`config.mk`:
```
export PLATFORM = sky130hd
export DESIGN_NAME = phy_free_list
export DESIGN_NICKNAME = d
export VERILOG_FILES = /design/src/rtl/phy_free_list_pkg.sv /design/src/rtl/phy_free_list.sv
export SDC_FILE = /design/constraint.sdc
export NUM_CORES = 1
export LEC_CHECK = 0
export CAP_MARGIN = 20
export CORE_UTILIZATION = 45
export CTS_CLUSTER_DIAMETER = 150
export DETAILED_ROUTE_END_ITERATION = 16
export GPL_ROUTABILITY_DRIVEN = 0
export PLACE_DENSITY = 0.73
export SETUP_SLACK_MARGIN = 0.1
export SLEW_MARGIN = 20
export SYNTH_ARGS = -nofsm -noshare
export SYNTH_HDL_FRONTEND = slang
export SYNTH_SLANG_ARGS = --single-unit
```
`constraint.sdc`:
```
create_clock -name clk -period 3.7 [get_ports clk]
set_clock_uncertainty 0.1 [all_clocks]
set_input_delay 0.555 -clock clk [delete_from_list [all_inputs] [get_ports clk]]
set_output_delay 0.555 -clock clk [all_outputs]
set_load 0.02 [all_outputs]
```
`src/rtl/phy_free_list_pkg.sv`:
```
// Shared sizing and types for the physical register free list.
package phy_free_list_pkg;

  localparam int unsigned PRF_DEPTH = 64;
  localparam int unsigned ARF_DEPTH = 32;
  localparam int unsigned FL_DEPTH  = PRF_DEPTH - ARF_DEPTH;
  localparam int unsigned PRF_IDX   = $clog2(PRF_DEPTH);
  localparam int unsigned FL_IDX    = $clog2(FL_DEPTH);
  localparam int unsigned FL_PTR_W  = FL_IDX + 1;

  typedef logic [PRF_IDX-1:0] phy_idx_t;

  typedef struct packed {
    logic              wrap;
    logic [FL_IDX-1:0] idx;
  } fl_ptr_t;

endpackage

```
`src/rtl/phy_free_list.sv`:
```
// Circular free list of physical register indices with a committed head for one-cycle flush.
// Optional FREE_LIST_BYPASS_EN: a freed index is allocatable in the same cycle when the list is empty.
module phy_free_list
  import phy_free_list_pkg::*;
(
  input  logic                clk,
  input  logic                rst,
  output logic                alloc_valid,
  output phy_idx_t            alloc_phy,
  input  logic                alloc_ready,
  input  logic                commit_en,
  input  logic                free_en,
  input  phy_idx_t            free_phy,
  input  logic                flush,
  output logic [FL_PTR_W-1:0] free_count
);

  function automatic fl_ptr_t ptr_inc(fl_ptr_t p);
    logic [FL_PTR_W-1:0] v;
    v = p + FL_PTR_W'(1);
    return v;
  endfunction

  function automatic logic ptr_full(fl_ptr_t t, fl_ptr_t h);
    return (t.idx == h.idx) && (t.wrap != h.wrap);
  endfunction

  phy_idx_t mem_q [FL_DEPTH];
  fl_ptr_t  head_q, head_d, cmt_head_q, cmt_head_d, tail_q, tail_d;
  logic     empty, full, free_ok, push, pop, bypass;

  assign empty   = (head_q == tail_q);
  assign full    = ptr_full(tail_q, head_q);
  assign free_ok = free_en && (free_phy != '0);
  assign push    = free_ok && !full;

`ifdef FREE_LIST_BYPASS_EN
  assign bypass = empty && free_ok && !flush;
`else
  assign bypass = 1'b0;
`endif

  assign alloc_valid = (!empty && !flush) || bypass;
  assign alloc_phy   = bypass ? free_phy : mem_q[head_q.idx];
  assign pop         = alloc_valid && alloc_ready;
  assign free_count  = tail_q - head_q;

  always_comb begin
    tail_d     = push ? ptr_inc(tail_q) : tail_q;
    cmt_head_d = commit_en ? ptr_inc(cmt_head_q) : cmt_head_q;
    head_d     = head_q;
    if (flush) begin
      // Recovery sees this cycle's commit too.
      head_d = cmt_head_d;
    end else if (pop) begin
      head_d = ptr_inc(head_q);
    end
  end

  always_ff @(posedge clk or negedge rst) begin
    if (!rst) begin
      for (int i = 0; i < FL_DEPTH; i++) begin
        mem_q[i] <= phy_idx_t'(ARF_DEPTH + i);
      end
      head_q     <= '0;
      cmt_head_q <= '0;
      tail_q     <= '{wrap: 1'b1, idx: '0};
    end else begin
      if (push) begin
        mem_q[tail_q.idx] <= free_phy;
      end
      head_q     <= head_d;
      cmt_head_q <= cmt_head_d;
      tail_q     <= tail_d;
    end
  end

`ifndef SYNTHESIS
  logic [FL_PTR_W-1:0] live;
  assign live = tail_q - cmt_head_q;

  always_ff @(posedge clk) begin
    if (rst) begin
      assert (!(free_en && full)) else $error("free_en while free list full");
      assert (!(commit_en && !pop && (cmt_head_q == head_q)))
        else $error("commit head passed speculative head");
      if (push) begin
        // Everything from the committed head to the tail is still owned by the list.
        for (int i = 0; i < FL_DEPTH; i++) begin
          if (FL_PTR_W'(i) < live) begin
            assert (mem_q[FL_IDX'(cmt_head_q.idx + FL_IDX'(i))] != free_phy)
              else $error("duplicate push of p%0d", free_phy);
          end
        end
      end
    end
  end
`endif

endmodule

```
Word-level counts from Yosys, hierarchy flattened

Index checks and enable logic that the tools add are counted.

Word-level logic and storage cells: 70
Bits of input ports: 12
Output and inout port bits: 13
Flip-flop bits (word level): 210

$add $sub $neg: 4
$lt $le $gt $ge: 3
Muxes and demuxes: 9
Reductions and logical operators: 11
Bitwise operators: 2
Equal/unequal tests: 3

Operator list:

| kind                                                        | count |
|---|---|
| bitwise mux 192 bit                                         | 1 |
| 2-to-1 mux 6 bit                                            | 6 |
| binary-select mux 6 bit (select 5 bit)                      | 1 |
| demux 6 bit (select 5 bit)                                  | 1 |
| adder 6 x 1 -> 6 bit (second input constant)                | 3 |
| greater-or-equal comparator 6 bit (second input constant)   | 2 |
| inverter 5 -> 6 bit                                         | 2 |
| equality test 6 bit                                         | 1 |
| logical AND 1 bit                                           | 6 |
| less-than comparator 6 x 1 -> 1 bit (second input constant) | 1 |
| nonzero test 6 bit                                          | 1 |
| subtractor 6 bit                                            | 1 |
| equality test 5 bit                                         | 1 |
| zero test 1 bit                                             | 3 |
| nonzero test 2 bit                                          | 1 |
| inequality test 1 bit                                       | 1 |

Longest topological paths before layout

Gate-level depths: netlist (run 1).

Depth after elaboration: 6
Gate-level depth with buffers: 11
Depth with buffers taken out: 7

Worst setup path after synthesis (run 1)

No wires, ideal clock.

Path type: register to output
From: register head_q[1] (netlist name)
To: output port free_count[5]
Setup slack: 0.733 ns
Required time: 3.045 ns
Cell stages (with the launch flop): 10
Path buffers: 3
Arrival: 2.312 ns
Cells stage by stage: dfrtp_1 -> buf_2 -> buf_2 -> buf_1 -> inv_1 -> ha_1 -> nor2b_1 -> o21a_1 -> o21a_1 -> o211ai_1

Longest elaborated chain between the ends: 1

Ends and longest elaborated chain:

| what                   | line                | text |
|---|---|---|
| start, declared        | phy_free_list.sv:29 | `fl_ptr_t head_q, head_d, cmt_head_q, cmt_head_d, tail_q, tail_d;` |
| start signal, assigned | phy_free_list.sv:65 | `head_q <= '0;` |
| start signal, assigned | phy_free_list.sv:72 | `head_q <= head_d;` |
| subtractor 6 bit       | phy_free_list.sv:46 | `assign free_count = tail_q - head_q;` |
| end, declared          | phy_free_list.sv:15 | `output logic [FL_PTR_W-1:0] free_count` |

Every way passes these cells.

Worst setup path in the final report (run 1)

From: register head_q[0] (netlist name)
To: output port alloc_phy[3]

Longest elaborated chain between the ends: 4

Ends and longest elaborated chain:

| what                                                | line                | text |
|---|---|---|
| inverter 5 -> 6 bit (implied by the code)           | phy_free_list.sv:44 | `assign alloc_phy = bypass ? free_phy : mem_q[head_q.idx];` |
| binary-select mux 6 bit (select 5 bit)              | phy_free_list.sv:44 |  |
| 2-to-1 mux 6 bit (implied by the code) (2 in a row) | phy_free_list.sv:44 |  |
| end, declared                                       | phy_free_list.sv:9  | `output phy_idx_t alloc_phy,` |

Every way passes these cells. The select of a mux whose other input is x is not followed.

==> metrics.md, run 1 <==
| Metric | Value |
|---|---|
| H-tree depth | 1 |
| Vert. Die Dim | approximately 160 um |
| Initial DRC Count | 371 |
| Multi-input logic area | 5120 um^2 |
| GRT Total Usage | 20.3% |
| Setup TNS Final | 0 ns |
| Post-synthesis register bit count | 210 |
| CTS Hold Bufs | 0 |
| IO buf count | 24 |
| Type of the worst setup path | register to output port |
| Number of vias per cell | 5.75 |
| HP Class | input port to asynchronous set/reset pin |
| Latest clock arrival within the worst-skew pair | 0.51 ns |
| Area leader, netlist | dfstp_2 |
| Post-Layout Cell Count | between 1000 and 1500 |
| Grt peak-use layer | met2 |
| Final setup viols | 0 |
| Max-slew violations | 0 |
| Reg2reg setup slack | 0.64 ns |
| Post-synth EDFFs | 0 |
| Overflow after GRT | 0 |
| Max Clock Freq | about 0.29 GHz |
| Initial antenna violation count | 0 |
| Die Area | 24700 um^2 |
| Worst Path Max Fanout | 12 |
| Run status | finished, final reports clean |
| Sequential Area | 5410 um^2 |
| CTS tree | built |
| Synth top area share | between 20% and 30% |
| GRT met2 Usage | approximately a third |
| Row count | 56 |
| Gate Count Post-Synth | 704 |
| Post-synth cell types | 56 |
| Residual DRC | 0 |
| Via count | 6163 |
| Final wirelength | 24.1 mm |
| NumNets Final | 759 |
| Async set-reset flop share out of synthesis | 100% |
| CP arrival | 2.84 ns |
| Maximum vdd ir drop | ~0.46 mV |
| Final min period | 3.49 ns |
| HPWL after DPL | 16.0 mm |
| First-pass GRT wire length | 38.4 mm |
| Fill cell count | 1940 |
| Die X | roughly 160 um |
| Largest net degree at the start of global routing | ~110 |
| Maximum clock insertion buffer count | 3 |
| Ys flop type | dfstp_2 |
| Final Util | 52.4% |
| Core area | about 24000 um^2 |
| Data required, critical path | 3.04 ns |
| Count of final hold-check violations | 0 |
| Reg2reg path depth | 6 |
| Maxcap violations | 0 |
| Setup crit end kind | output port |
| Startpoint Class | register |
| Pwr Density | slightly above 900 nW/um^2 |
| Met1 usage | 25.0% |
| Antenna Cells | 0 |
| Total power draw | approximately 0.011 W |
| Reg2reg start | head_q[4] |
| Worst slew pin tran | 0.872 ns |
| Vias in the first global route | between 6000 and 7000 |
| Worst-path clk slew | 0.06 ns |
| Post-DRT Antenna Nets | 0 |
| Rel. slew slack | approximately two fifths |
| Synth top area cells | dfstp_2 27%, dfrtp_1 22%, mux2_2 14%, mux4_2 7.7%, mux2_4 7.5% |
| Reg2Reg Capture Point | mem_q[150] |
| Post-Place Cells | 1022 |
| Layout cells sized above 1 | between 60% and 70% |
| Post-synthesis net count | about 730 |
| Root Driver | clkbuf_16 |
| Leak Pwr | 5.15 nW |
| Tcrit/Tclk final | a little over nine tenths |
| Initial core utilization | 46.0% |
| Clk sinks | 210 |
| Synth Warn # | 0 |
| RSZ-0062 raised after global routing | no |
| Seq/Total Area, Yosys | 49.8% |
| Mapped Area | 10800 um^2 |
| Total CTS buffers | 24 |
| IO Count | 25 |
| Met3 Use GR | 3.66% |
| Drt first pass iters | 4 |
| WL/cell | 22.5 um |
| Mapped Avg Cell Area | 15.4 um^2 |
| Area Overhead vs Synth | 14.0% |
-- through the flow --
stage | cell area (um^2) | hold WS [ns] | setup WS, ns
2_1_floorplan | 10800 | 0.159 | 0.733
3_3_place_gp | 11400 | 0.376 | 0.435
3_5_place_dp | 11400 | 0.382 | 0.374
4_1_cts | 12300 | 0.100 | 0.109
5_1_grt | 12300 | 0.128 | 0.103
6_report | 12300 | 0.0538 | 0.206
-- area by class of cell --
| class | instances | area share [%] |
|---|---|---|
| Clock buffer | 35 | 5.86 |
| Clock inverter | 9 | 0.659 |
| Inverter | 12 | 0.365 |
| Multi-Input combinational cell | 429 | 41.5 |
| Sequential cell | 210 | 43.8 |
| Tap cell | 319 | 3.23 |
| Timing Repair Buffer | 58 | 4.62 |
-- synthesized netlist by cell type (7+ instances only) --
library cell  instances
buf_2                14
a22oi_1               7
mux2_2              137
dfrtp_1              97
nor2_1                9
inv_1                12
nand2_1              11
mux2_4               54
a21oi_1              12
nand4_4              25
clkbuf_1             28
mux4_2               37
mux2i_1              23
ha_1                 11
dfstp_2             113
xnor2_1              12
o221ai_1             11
nand3_1               7
-- routing by layer --
layer	vias up	share of wire (%)
li1	2737	-
met1	3256	41
met2	116	51
met3	54	4.2
met4	0	3.2
met5	-	0
-- cell usage in the layout, fill, tap and decap left out, types with 19 or more instances in the layout --
| cell type | instances |
|---|---|
| mux4_2 | 37 |
| mux2i_1 | 22 |
| nand4_4 | 25 |
| dfstp_2 | 113 |
| mux2_2 | 137 |
| mux2_4 | 54 |
| clkbuf_16 | 25 |
| clkdlybuf4s50_1 | 19 |
| buf_4 | 29 |
| dfrtp_1 | 94 |
-- state kept, by name, summed over array words and instances, names as in the netlist --
| signal | cells |
|---|---|
| mem_q | 192 |
| head_q | 6 |
| cmt_head_q | 6 |
| tail_q | 6 |
-- critical path, stage by stage, from the launching register on --
cell	delay, ns
dfrtp_4	0.46
buf_12	0.16
mux4_2	0.51
a22o_1	0.31
a211oi_1	0.24
a21oi_1	0.08
clkdlybuf4s50_1	0.55
-- where the power goes --
group / leakage (nW) / internal [W] / switching [W]
logic: 2.35 / 0.00244 / 0.00208
clock network: 0.390 / 0.00143 / 0.000947
registers: 2.41 / 0.00369 / 0.000738
-- worst max-delay path by stage --
stage	cells after the start	to	startpoint	slack (ns)
2_1_floorplan	9	free_count[5]	head_q[1]	0.73
6_report	6	alloc_phy[3]	head_q[0]	0.21
3_3_place_gp	6	alloc_phy[4]	head_q[1]	0.43
5_1_grt	6	alloc_phy[4]	head_q[0]	0.10
4_1_cts	5	free_count[5]	head_q[4]	0.11
3_5_place_dp	6	alloc_phy[0]	head_q[1]	0.37
-- repair_timing --
action,in CTS,in global routing
resized for setup,1,9
buffers inserted,6,0
endpoints found under the setup margin,8,8
pin swaps,0,0
-- logic make-up (layout without fill, tap and decap cells) --
| family | count (synthesis) | after routing | synth area share, % |
|---|---|---|---|
| AOI/OAI and AO/OA | 58 | 58 | 3.88 |
| buffers and inverters | 65 | 114 | 3.06 |
| DFF | 210 | 210 | 49.8 |
| xor gates and xnor gates | 15 | 15 | 1.28 |
| muxes | 254 | 254 | 31.9 |
| adders and majority gates | 12 | 12 | 1.46 |
| and+or+nand+nor | 90 | 90 | 8.59 |
(Power assumes the default switching activity.)
==> run 2: changes to the inputs <==
--- a/config.mk
+++ b/config.mk
@@ -10,7 +10,6 @@
 export CTS_CLUSTER_DIAMETER = 150
 export DETAILED_ROUTE_END_ITERATION = 16
 export GPL_ROUTABILITY_DRIVEN = 0
-export PLACE_DENSITY = 0.73
 export SETUP_SLACK_MARGIN = 0.1
 export SLEW_MARGIN = 20
 export SYNTH_ARGS = -nofsm -noshare
==> constraint.sdc (replaced) <==
create_clock -name clk -period 3.7 [get_ports clk]
set_clock_uncertainty 0.1 [all_clocks]
set_input_delay 0.555 -clock clk [delete_from_list [all_inputs] [get_ports clk]]
set_output_delay 0.555 -clock clk [all_outputs]
set_load 0.01 [all_outputs]
==> run 2 against run 1 <==
Net effect: wire length up 2.0%; clock-buffer cell count up 5; sequential share of layout area down 0.27 points; worst setup slack worse by 0.0087 ns; sequential power down 3%; cell count up 0.65%; die area unchanged; non-clock buffer count up 5; critical endpoint is now alloc_phy[4].
==> metrics.md, run 2 (same netlist as run 1, synthesis figures left out) <==
| Metric | Value |
|---|---|
| Final min period | 3.50 ns (+0.00873 ns) |
| Buf/Inv on CP | 3 (+1) |
| Max FFs per register | 192 (unchanged) |
| Worst Path Max Fanout | 31 (+19) |
| Worst-path clk slew | 0.06 ns (about the same) |
| H-tree depth | 1 (unchanged) |
| Final setup viols | 0 (unchanged) |
| Maximum clock insertion buffer count | 3 (unchanged) |
| Crit-path most repeated cell | nand3_1 |
| Clock share of power | 21.2% (+0.2 points) |
| Data required, critical path | 3.04 ns (about the same) |
| Maximum vdd ir drop | 0.350 mV (-24%) |
| Crit-path cells | buf_4 > buf_12 > mux4_2 > nand3_1 > nand3_1 > a2bb2oi_2 > clkdlybuf4s50_1 |
| Worst path top cell family by delay | buffers and inverters |
| Post-DRT Antenna Nets | 0 (unchanged) |
| Slowest stage delay, CP | 0.54 ns (about the same) |
| Maxcap violations | 0 (unchanged) |
| Core area | 23500 um^2 (unchanged) |
| Reg2reg setup slack | 0.53 ns (-0.11 ns) |
| CTS Hold Bufs | 0 (unchanged) |
| Pint | 0.00765 W (+1.2%) |
| Setup crit end kind | output port |
| Root Driver | clkbuf_16 |
| Initial DRC Count | 389 (+4.9%) |
| Tcrit/Tclk final | 94.7% (+0.24 points) |
| Final Util | 52.7% (+0.31 points) |
| Largest net degree at the start of global routing | 98 (-10%) |
| Vert. Die Dim | 157 um (unchanged) |
| Initial core utilization | 46.0% (unchanged) |
| Area Overhead vs Synth | 14.7% |
| HPWL after DPL | 16.3 mm (+1.8%) |
| Startpoint Class | register |
| Sw frac | 31.9% (-1.4 points) |
| GRT Total Usage | 21.2% (+0.89 points) |
| CTS tree | built |
| Switching power | 0.00358 W (-5.0%) |
| RSZ-0062 raised after global routing | yes |
| Rel. slew slack | 42.9% (+1.1 points) |
| Largest Register | mem_q |
| Highest-count cells in the layout ignoring fill and taps | 137 x mux2_2, 113 x dfstp_2, 95 x dfrtp_1 |
| Part of the power in combinational logic | 40.5% (+0.6 points) |
| IO buf count | 24 (unchanged) |
| Initial antenna violation count | 0 (unchanged) |
| Worst slew pin tran | 0.846 ns (-0.0267 ns) |
| Run status | finished, final reports clean |
| Via count | 6155 (-0.13%) |
| Overflow after GRT | 0 (unchanged) |
| Final worst slack | 0.197 ns (-0.00873 ns) |
| Pwr Density | 904 nW/um^2 (-1.4%) |
| Fill cell count | 1963 (+1.2%) |
| Number of vias per cell | 5.70 (-0.78%) |
| Total CTS buffers | 25 (+4.2%) |
| Final wirelength | 24.6 mm (+2.0%) |
| Max Clock Freq | 0.285 GHz (-0.25%) |
| HP Class | input port to asynchronous set/reset pin |
| Latest clock arrival within the worst-skew pair | 0.51 ns (about the same) |
| NumNets Final | 765 (+0.79%) |
| CP max-delay cell | mux4_2 |
| Die X | 157 um (unchanged) |
| Most common cell after layout, fill and taps aside | mux2_2 |
| First-pass GRT wire length | 39.5 mm (+2.9%) |
| Drt first pass iters | 4 (unchanged) |
| Die Area | 24700 um^2 (unchanged) |
| Pre-CTS setup slack | 0.409 ns (+0.0357 ns) |
| Leak Pwr | 5.18 nW (+0.53%) |
| CP arrival | 2.85 ns (about the same) |
| Max-slew violations | 0 (unchanged) |
| Antenna Cells | 0 (unchanged) |
| Reg power frac | 38.3% (-0.8 points) |
| Clk sinks | 210 (unchanged) |
| Type of the worst setup path | register to output port |
| WL/cell | 22.8 um (+1.4%) |
| Residual DRC | 0 (unchanged) |
| Vias in the first global route | 6600 (-1.7%) |
| Setup TNS Final | 0 ns (unchanged) |
| IO Count | 25 (unchanged) |
| Row count | 56 (unchanged) |
| Layout cells sized above 1 | 60.5% (-0.30 points) |
| Count of final hold-check violations | 0 (unchanged) |
[run 2: cell type report]
| type | count | area (um^2) | area share (%) |
|---|---|---|---|
| clock buffers | 40 | 752 | 6.06 |
| flip-flops and latches | 210 | 5400 | 43.5 |
| multi-input cells | 429 | 5120 | 41.2 |
| clock inverters | 6 | 62.6 | 0.504 |
| inverters | 12 | 45.0 | 0.363 |
| well taps | 319 | 399 | 3.22 |
| repair buffers | 63 | 633 | 5.10 |
[run 2: power by group through the flow]
| stage | Sequential, W | Combinational, W | Clock (W) |
|---|---|---|---|
| finish | 0.00430 | 0.00455 | 0.00238 |
| global route | 0.00443 | 0.00489 | 0.00254 |
| CTS | 0.00432 | 0.00452 | 0.00244 |
| detailed placement | 0.00442 | 0.00431 | 0 |
| global placement | 0.00435 | 0.00422 | 0 |
| floorplan | 0.00404 | 0.00328 | 0 |
[run 2: final timing paths]
path | start | end | cells past startpoint
max | head_q[0] | alloc_phy[4] | 7
min | rst | mem_q[102] | 1
max reg2reg | head_q[4] | mem_q[153] | 6
min reg2reg | mem_q[86] | mem_q[86] | 1
max in group asynchronous | rst | mem_q[131] | 2
min in group clk | mem_q[86] | mem_q[86] | 1
[run 2: layer usage]
metal | track usage [%] | up-vias | share of wire (%)
li1 | - | 2740 | -
met1 | 28.8 | 3253 | 44
met5 | 0 | - | 0
met2 | 35.5 | 118 | 49
met3 | 2.84 | 44 | 4.1
met4 | 6.24 | 0 | 2.5
[run 2: per-stage QoR]
step | cell area (um^2) | total power [W] | std cells | hold WS [ns]
floorplan | 10800 | 0.00732 | 704 | 0.159
global placement | 11400 | 0.00857 | 1018 | 0.373
detailed placement | 11400 | 0.00874 | 1018 | 0.385
CTS | 12400 | 0.0113 | 1075 | 0.0507
global route | 12400 | 0.0119 | 1079 | 0.0655
finish | 12400 | 0.0112 | 1079 | 0.0334
[run 2: repair_timing]
item	CTS	global route
setup buffers	11	4
endpoints found under the setup margin	7	4
pin swaps	0	0
resized for setup	2	4
